[config.mk]
export PLATFORM = sky130hd
export DESIGN_NAME = switch_nport_fabric
export DESIGN_NICKNAME = d
export VERILOG_FILES = /design/src/rtl/switch_cfg_pkg.sv /design/src/rtl/switch_rr_arbiter.sv /design/src/rtl/switch_nport_fabric.sv
export SDC_FILE = /design/constraint.sdc
export NUM_CORES = 1
export LEC_CHECK = 0
export ABC_AREA = 1
export CAP_MARGIN = 0
export CELL_PAD_IN_SITES_DETAIL_PLACEMENT = 2
export CELL_PAD_IN_SITES_GLOBAL_PLACEMENT = 2
export CORE_AREA = 10 10 187 189
export CTS_CLUSTER_DIAMETER = 30
export CTS_CLUSTER_SIZE = 20
export DETAILED_ROUTE_END_ITERATION = 7
export DIE_AREA = 0 0 197 199
export PLACE_DENSITY_LB_ADDON = 0.1
export SLEW_MARGIN = 10
export SYNTH_ARGS = -nofsm -noshare
export SYNTH_HDL_FRONTEND = slang
export SYNTH_HIERARCHICAL = 1
export SYNTH_SLANG_ARGS = --single-unit
[constraint.sdc]
create_clock -name clk -period 5.5 [get_ports clk]
set_input_delay 0.55 -clock clk [delete_from_list [all_inputs] [get_ports clk]]
set_output_delay 0.55 -clock clk [all_outputs]
set_load 0.01 [all_outputs]
[src/rtl/switch_cfg_pkg.sv]
// -----------------------------------------------------------------------------
// switch_cfg_pkg
//   Shared configuration for the N-port packet switch: default geometry, the
//   pointer-width helper used to size port indices, and the packet types for
//   the default geometry. Modules whose widths depend on their own parameters
//   size their local types from those parameters and use ptr_width() for
//   index widths.
// -----------------------------------------------------------------------------
package switch_cfg_pkg;

  localparam int MAX_PORTS      = 8;
  localparam int DEF_NUM_PORTS  = 4;
  localparam int DEF_DATA_W     = 8;
  localparam int DEF_FIFO_DEPTH = 4;

  // Width of a port index; never below 1 so that a 2-port switch still has a
  // real pointer bit.
  function automatic int ptr_width(input int n);
    return (n <= 2) ? 1 : $clog2(n);
  endfunction

  localparam int PTR_W = ptr_width(DEF_NUM_PORTS);

  typedef logic [PTR_W-1:0]         port_idx_t;
  typedef logic [DEF_NUM_PORTS-1:0] port_mask_t;

  typedef struct packed {
    port_mask_t              target;
    logic [DEF_DATA_W-1:0]   data;
  } pkt_t;

endpackage

[src/rtl/switch_rr_arbiter.sv]
// -----------------------------------------------------------------------------
// switch_rr_arbiter
//   Combinational round-robin arbiter for one switch output. Grants the first
//   requester at or after ptr, wrapping around. The pointer register itself is
//   owned by the parent so that all outputs update in one place.
// Ports
//   req  in   [N]           per-input request
//   ptr  in   [ptr_width]   index with highest priority this cycle
//   gnt  out  [N]           one-hot grant, all-zero when nothing requests
// -----------------------------------------------------------------------------
module switch_rr_arbiter
  import switch_cfg_pkg::*;
#(
  parameter int N = 4
) (
  input  logic [N-1:0]            req,
  input  logic [ptr_width(N)-1:0] ptr,
  output logic [N-1:0]            gnt
);

  logic [N-1:0] hi_mask;
  logic [N-1:0] hi_req;
  logic [N-1:0] sel;

  // Requests at or above ptr take priority; if none exist the search wraps to
  // the full request vector. Either way the lowest set bit wins.
  always_comb begin
    for (int k = 0; k < N; k++) begin
      hi_mask[k] = (k >= int'(ptr));
    end
    hi_req = req & hi_mask;
    sel    = (hi_req != '0) ? hi_req : req;
    gnt    = sel & (~sel + {{(N-1){1'b0}}, 1'b1});
  end

endmodule

[src/rtl/switch_nport_fabric.sv]
// -----------------------------------------------------------------------------
// switch_nport_fabric
//   Parametrised N-port single-beat packet switch. Each input has a FIFO; each
//   output runs a round-robin arbiter over the head-of-line packets that still
//   target it. Multicast heads are served output by output and retire once
//   every target has been served.
//
// Optional feature: define SWITCH_STATS_EN to add per-input saturating drop
//   counters and the drop_cnt port.
//
// Ports
//   clk         in   rising-edge clock
//   rst_n       in   asynchronous active-low reset
//   valid_in    in   [NUM_PORTS]              input beat valid
//   target_in   in   [NUM_PORTS][NUM_PORTS]   destination mask per input
//   data_in     in   [NUM_PORTS][DATA_W]      payload per input
//   in_ready    out  [NUM_PORTS]              input FIFO not full
//   valid_out   out  [NUM_PORTS]              one-cycle pulse per delivered beat
//   source_out  out  [NUM_PORTS][clog2]       originating input of the beat
//   data_out    out  [NUM_PORTS][DATA_W]      delivered payload
//   drop_cnt    out  [NUM_PORTS][16]          refused beats (SWITCH_STATS_EN)
// -----------------------------------------------------------------------------
module switch_nport_fabric
  import switch_cfg_pkg::*;
#(
  parameter int NUM_PORTS  = DEF_NUM_PORTS,
  parameter int DATA_W     = DEF_DATA_W,
  parameter int FIFO_DEPTH = DEF_FIFO_DEPTH
) (
  input  logic                                         clk,
  input  logic                                         rst_n,
  input  logic [NUM_PORTS-1:0]                         valid_in,
  input  logic [NUM_PORTS-1:0][NUM_PORTS-1:0]          target_in,
  input  logic [NUM_PORTS-1:0][DATA_W-1:0]             data_in,
  output logic [NUM_PORTS-1:0]                         in_ready,
  output logic [NUM_PORTS-1:0]                         valid_out,
  output logic [NUM_PORTS-1:0][$clog2(NUM_PORTS)-1:0]  source_out,
  output logic [NUM_PORTS-1:0][DATA_W-1:0]             data_out
`ifdef SWITCH_STATS_EN
  ,
  output logic [NUM_PORTS-1:0][15:0]                   drop_cnt
`endif
);

  localparam int PW = ptr_width(NUM_PORTS);
  localparam int AW = $clog2(FIFO_DEPTH);

  typedef logic [PW-1:0]        idx_t;
  typedef logic [NUM_PORTS-1:0] mask_t;

  typedef struct packed {
    mask_t             target;
    logic [DATA_W-1:0] data;
  } entry_t;

  // ---------------------------------------------------------------------------
  // State
  // ---------------------------------------------------------------------------
  entry_t      mem [NUM_PORTS][FIFO_DEPTH];
  logic [AW:0] wr_ptr_q [NUM_PORTS];
  logic [AW:0] wr_ptr_d [NUM_PORTS];
  logic [AW:0] rd_ptr_q [NUM_PORTS];
  logic [AW:0] rd_ptr_d [NUM_PORTS];
  mask_t       served_q [NUM_PORTS];
  mask_t       served_d [NUM_PORTS];
  idx_t        rr_q     [NUM_PORTS];
  idx_t        rr_d     [NUM_PORTS];

  logic [NUM_PORTS-1:0]             valid_out_q,  valid_out_d;
  logic [NUM_PORTS-1:0][DATA_W-1:0] data_out_q,   data_out_d;
  logic [NUM_PORTS-1:0][PW-1:0]     source_out_q, source_out_d;

  // ---------------------------------------------------------------------------
  // Combinational nets
  // ---------------------------------------------------------------------------
  logic [NUM_PORTS-1:0]                empty, full, push, pop;
  entry_t                              head      [NUM_PORTS];
  mask_t                               store_tgt [NUM_PORTS];
  logic [NUM_PORTS-1:0][NUM_PORTS-1:0] req;     // req[output][input]
  logic [NUM_PORTS-1:0][NUM_PORTS-1:0] gnt;     // gnt[output][input]
  logic [NUM_PORTS-1:0][NUM_PORTS-1:0] gnt_to;  // gnt_to[input][output]

  // FIFO status, ingress filtering and head-of-line requests.
  always_comb begin
    for (int i = 0; i < NUM_PORTS; i++) begin
      empty[i] = (wr_ptr_q[i] == rd_ptr_q[i]);
      // Same slot index with opposite wrap bits means the ring is full.
      full[i]  = (wr_ptr_q[i][AW] != rd_ptr_q[i][AW]) &&
                 (wr_ptr_q[i][AW-1:0] == rd_ptr_q[i][AW-1:0]);
      head[i]  = mem[i][rd_ptr_q[i][AW-1:0]];
      // Loopback is never delivered; a beat left with no target is discarded.
      store_tgt[i] = target_in[i] & ~(mask_t'(1) << i);
      push[i]      = valid_in[i] && !full[i] && (store_tgt[i] != '0);
      for (int j = 0; j < NUM_PORTS; j++) begin
        req[j][i] = !empty[i] && head[i].target[j] && !served_q[i][j];
      end
    end
  end

  // ---------------------------------------------------------------------------
  // One arbiter per output
  // ---------------------------------------------------------------------------
  for (genvar j = 0; j < NUM_PORTS; j++) begin : g_arb
    switch_rr_arbiter #(
      .N (NUM_PORTS)
    ) u_arb (
      .req (req[j]),
      .ptr (rr_q[j]),
      .gnt (gnt[j])
    );
  end

  // Grant decode: egress registers, pointer advance and per-input grant view.
  always_comb begin
    // NOTE: every variable gets a default before the loops so that no path
    // leaves it unassigned; otherwise synthesis infers a latch.
    gnt_to       = '0;
    valid_out_d  = '0;
    data_out_d   = data_out_q;
    source_out_d = source_out_q;
    for (int j = 0; j < NUM_PORTS; j++) begin
      rr_d[j] = rr_q[j];
      for (int i = 0; i < NUM_PORTS; i++) begin
        if (gnt[j][i]) begin
          gnt_to[i][j]    = 1'b1;
          valid_out_d[j]  = 1'b1;
          data_out_d[j]   = head[i].data;
          source_out_d[j] = idx_t'(i);
          rr_d[j]         = (i == NUM_PORTS - 1) ? '0 : idx_t'(i + 1);
        end
      end
    end
  end

  // Retire: a head pops once the grants so far plus this cycle's cover its
  // whole target mask; otherwise the new grants are remembered so the head
  // does not request those outputs again.
  always_comb begin
    for (int i = 0; i < NUM_PORTS; i++) begin
      pop[i]      = 1'b0;
      served_d[i] = served_q[i];
      if (!empty[i]) begin
        if ((served_q[i] | gnt_to[i][NUM_PORTS-1:0]) == head[i].target) begin
          pop[i]      = 1'b1;
          served_d[i] = '0;
        end else begin
          served_d[i] = served_q[i] | gnt_to[i][NUM_PORTS-1:0];
        end
      end
      wr_ptr_d[i] = wr_ptr_q[i] + {{AW{1'b0}}, push[i]};
      rd_ptr_d[i] = rd_ptr_q[i] + {{AW{1'b0}}, pop[i]};
    end
  end

  // ---------------------------------------------------------------------------
  // Registers
  // ---------------------------------------------------------------------------
  always_ff @(posedge clk or negedge rst_n) begin
    // NOTE: sequential state uses non-blocking assignments so every flop
    // samples the pre-edge value of every other flop.
    if (!rst_n) begin
      for (int i = 0; i < NUM_PORTS; i++) begin
        wr_ptr_q[i] <= '0;
        rd_ptr_q[i] <= '0;
        served_q[i] <= '0;
        rr_q[i]     <= '0;
      end
      valid_out_q  <= '0;
      data_out_q   <= '0;
      source_out_q <= '0;
    end else begin
      for (int i = 0; i < NUM_PORTS; i++) begin
        wr_ptr_q[i] <= wr_ptr_d[i];
        rd_ptr_q[i] <= rd_ptr_d[i];
        served_q[i] <= served_d[i];
        rr_q[i]     <= rr_d[i];
      end
      valid_out_q  <= valid_out_d;
      data_out_q   <= data_out_d;
      source_out_q <= source_out_d;
    end
  end

  // NOTE: the FIFO storage has no reset; resetting the pointers already makes
  // every slot unreachable, and leaving the array unreset lets it map to RAM.
  always_ff @(posedge clk) begin
    for (int i = 0; i < NUM_PORTS; i++) begin
      if (push[i]) begin
        mem[i][wr_ptr_q[i][AW-1:0]] <= {store_tgt[i], data_in[i]};
      end
    end
  end

`ifdef SWITCH_STATS_EN
  logic [NUM_PORTS-1:0][15:0] drop_cnt_q, drop_cnt_d;

  // Counts every beat offered while the FIFO is full, saturating at all-ones.
  always_comb begin
    for (int i = 0; i < NUM_PORTS; i++) begin
      drop_cnt_d[i] = drop_cnt_q[i];
      if (valid_in[i] && full[i] && (drop_cnt_q[i] != 16'hFFFF)) begin
        drop_cnt_d[i] = drop_cnt_q[i] + 16'd1;
      end
    end
  end

  always_ff @(posedge clk or negedge rst_n) begin
    if (!rst_n) begin
      drop_cnt_q <= '0;
    end else begin
      drop_cnt_q <= drop_cnt_d;
    end
  end

  assign drop_cnt = drop_cnt_q;
`endif

  assign in_ready   = ~full;
  assign valid_out  = valid_out_q;
  assign data_out   = data_out_q;
  assign source_out = source_out_q;

endmodule

==> out/results.md <==
| Quantity | This run |
|---|---|
| Total track usage | 22.0% |
| Post-route fraction of the period consumed by the critical path | 84.3% |
| Initial Utilization | 39.6% |
| Util after Layout | 51.2% |
| Number of remaining DRC errors | 0 |
| Die outline width | 197 um |
| Pre-CTS setup slack | 0.858 ns |
| I/O pin count | 102 |
| Clk_lat worst skew | 0.55 ns |
| Length in cells of the worst reg-to-reg path | 21 |
| Share of post-route cells with drive strength above 1 | 13.8% |
| Combinational fraction of design power | 34.4% |
| Number of synthesized flops with an enable pin | 176 |
| Routed wire length | 43000 um |
| Clk Tree Root Cell | sky130_fd_sc_hd__clkbuf_16 |
| Antenna violation net count after detailed routing | 0 |
| Source of the worst register-to-register timing path | rd_ptr_q[7]$_DFF_PN0_ |
| Core Area | 31200 sq um |
| Filler cells | 3189 |
| Slew HR | 28.0% |
| Number of placement rows | 65 |
| DRC violation total after the first TritonRoute iteration | 536 |
| Most common flop cell mapped by yosys | sky130_fd_sc_hd__edfxtp_1 |
| Fraction of synthesis flops using an asynchronous set or reset pin | 34.3% |
| CTS clk-pin slew, worst paths | 0.04 ns |
| Post-CTS setup buffers | 0 |
| Largest buffer count on any clock path | 3 |
| Run status | completed |
| Multi-input gate area | 4200 sq um |
| Number of buffers inserted during clock tree synthesis | 69 |
| Period minus WS final | 4.64 ns |
| CP required | 5.93 ns |
| Max-slew violations | 0 |
| Via count of the routed design | 9999 |
| Setup ws final | 0.862 ns |
| Sw Pwr | 4.11 mW |
| Start-to-end type of the worst setup path | reg2reg |
| Area growth syn-to-layout | 29.3% |
| Register Area | 7590 sq um |
| Resized Gates After CTS | 0 |
| Wire length of the first global-routing pass | 66300 um |
| Antenna diode instance count | 0 |
| Critical path startpoint category | flop |
| Seq pwr share | 30.1% |
| Pin count of the biggest net entering global routing | 49 |
| Initial antenna violation count | 1 |
| Pwr Density | 657 nW/um^2 |
| Static leakage | 6.83 nW |
| Arrival @ worst endpoint | 5.07 ns |
| DR pass1 iterations | 5 |
| Mean instance size in the synthesized netlist | 9.69 sq um |
| Type of element capturing the critical path | flop |
| Clock network power share | 35.5% |
| Pwr Total | 10.5 mW |
| Number of different library cells in the post-synthesis netlist | 36 |
| Grt ovf | 0 |
| Die span in y | 199 um |
| Sinks on Clock Net | 268 |
| Number of synthesized register bits | 268 |
| Area of the die | 39200 sq um |
| Sequential element share of the synthesized area | 61.4% |
| Post-Route Skew | 0.0248 ns |
| Post-layout net count | 1512 |
| Estimated wirelength of the detail-placed design | 28900 um |
| Post-CTS Hold Buffers | 0 |
| Setup repair after global routing missed its margin | no |
| Maximum capacitance violations | 0 |
| Transition time of the tightest slew-check pin | 1.08 ns |
| Path type of the worst min-delay path | in2async |
| Final GP Congestion | 0.813 |
| Number of global-route vias before repair | 11200 |
| Syn Inst Count | 1276 |
| TritonCTS clock tree | yes |
| Reg-to-Reg End | rd_ptr_q[2]$_DFF_PN0_ |
| Slack of the worst reg-to-reg path | 0.86 ns |
| Cell area after technology mapping | 12400 sq um |
| Worst ir drop on vdd | 344 uV |
| CP Max Fanout | 14 |
| Setup TNS | 0 ns |
| Highest Clock Rate | 216 MHz |
| P_int | 6.39 mW |
| Final hold slack | 0.00219 ns |
| H-tree level count | 3 |
| Routed vias/inst | 5.27 |
| Wire length per cell | 22.6 um |
| Total of endpoints with negative setup slack in the final report | 0 |
| YS warnings | 6 |
| Port Buffer Count | 97 |
| Switching share of power | 39.1% |
| Number of hold-slack violations in the final timing report | 0 |
how the worst max path moves through the flow:
stage	cells after the start	endpoint	start
floorplan	20	rd_ptr_q[5]$_DFF_PN0_	rd_ptr_q[9]$_DFF_PN0_
global placement	21	rd_ptr_q[2]$_DFF_PN0_	rd_ptr_q[7]$_DFF_PN0_
detailed placement	21	rd_ptr_q[2]$_DFF_PN0_	rd_ptr_q[7]$_DFF_PN0_
CTS	21	rd_ptr_q[2]$_DFF_PN0_	rd_ptr_q[7]$_DFF_PN0_
global route	20	rd_ptr_q[2]$_DFF_PN0_	rd_ptr_q[7]$_DFF_PN0_
finish	21	rd_ptr_q[2]$_DFF_PN0_	rd_ptr_q[7]$_DFF_PN0_
cell families after synthesis:
logic type	count (synthesis)	synth area share, %
and+or+nand+nor	697	24.4
DFF	268	61.4
AOI/OAI and AO/OA	156	6.77
buffers and inverters	126	4.91
adders and majority gates	16	1.62
xor gates and xnor gates	12	0.850
other	1	0.0303
layout make-up:
cell class / instances / area share, %
clock inverter: 40 / 2.27
inverter: 83 / 1.96
sequential: 268 / 47.5
multi-input combinational: 892 / 26.3
clock buffer: 84 / 11.3
timing repair buffer: 128 / 7.52
tap: 402 / 3.15
state kept, by name, indices dropped and copies added (netlist names):
signal and flops:
mem 176, data_out 32, served_q 16, rd_ptr_q 12
wr_ptr_q 12, rr_q 8, source_out 8, valid_out 4
cell usage in the layout (no fill, tap or decap), types with 13 or more instances in the layout:
| cell | count |
|---|---|
| sky130_fd_sc_hd__clkinv_2 | 13 |
| sky130_fd_sc_hd__clkbuf_16 | 69 |
| sky130_fd_sc_hd__nand3_2 | 14 |
| sky130_fd_sc_hd__dfrtp_1 | 92 |
| sky130_fd_sc_hd__nand2_1 | 455 |
| sky130_fd_sc_hd__ha_1 | 16 |
| sky130_fd_sc_hd__inv_1 | 73 |
| sky130_fd_sc_hd__o21ai_1 | 37 |
| sky130_fd_sc_hd__clkdlybuf4s50_1 | 96 |
| sky130_fd_sc_hd__edfxtp_1 | 176 |
| sky130_fd_sc_hd__nand3_1 | 87 |
| sky130_fd_sc_hd__nand2_2 | 26 |
| sky130_fd_sc_hd__buf_4 | 32 |
| sky130_fd_sc_hd__nor3_1 | 25 |
| sky130_fd_sc_hd__nor2_1 | 57 |
| sky130_fd_sc_hd__o21ai_0 | 45 |
| sky130_fd_sc_hd__a21oi_1 | 56 |
cells in the mapped netlist (all sizes together) (8+ instances only):
cell      n  area share, %
o21ai    86            3.6
nor3     29            1.3
edfxtp  176             43
dfrtp    92             19
nor2     64            2.1
ha       16            1.6
nand2   482             15
a21oi    61            2.6
inv      83            2.5
buf      42            2.3
a21boi    8           0.49
xor2      8           0.57
nand4     8           0.40
nand3   101            4.7
power groups by stage:
| stage | combinational (mW) | clock, mW | sequential (mW) |
|---|---|---|---|
| final | 3.61 | 3.73 | 3.16 |
| after global routing | 3.99 | 3.92 | 3.22 |
| after CTS | 3.61 | 3.80 | 3.17 |
| after detailed placement | 3.50 | 0 | 3.17 |
| after global placement | 3.35 | 0 | 3.13 |
| after floorplan | 2.12 | 0 | 3.06 |
worst max-delay path, cell delays in order, from the launching register on:
cell	delay (ns)
sky130_fd_sc_hd__dfrtp_1	0.68
sky130_fd_sc_hd__inv_1	0.38
sky130_fd_sc_hd__nand2_1	0.14
sky130_fd_sc_hd__nand2_1	0.07
sky130_fd_sc_hd__nand3_1	0.29
sky130_fd_sc_hd__inv_1	0.12
sky130_fd_sc_hd__nor3_1	0.39
sky130_fd_sc_hd__nand2_1	0.13
sky130_fd_sc_hd__nand4_1	0.11
sky130_fd_sc_hd__nand2_1	0.17
sky130_fd_sc_hd__inv_1	0.09
sky130_fd_sc_hd__nand2_1	0.07
sky130_fd_sc_hd__nor2_1	0.76
sky130_fd_sc_hd__nor2_1	0.12
sky130_fd_sc_hd__inv_1	0.09
sky130_fd_sc_hd__nand2_1	0.07
sky130_fd_sc_hd__nand2_1	0.08
sky130_fd_sc_hd__nor2_2	0.06
sky130_fd_sc_hd__and2_1	0.17
sky130_fd_sc_hd__ha_1	0.18
sky130_fd_sc_hd__ha_1	0.19
sky130_fd_sc_hd__xor2_1	0.14
per-stage QoR:
stage,instances,area (sq um)
after global placement,1773,13800
after global routing,1897,16000
after floorplan,1286,12400
final,1897,16000
after detailed placement,1773,13800
after CTS,1897,16000
layer usage:
layer	part of all wire, %	up-vias	GRT usage [%]
met2	51	246	38.2
li1	-	4609	-
met3	4.7	74	4.65
met1	42	5070	26.9
met4	2.2	0	6.98
met5	0	-	0
(Power assumes the default switching activity.)
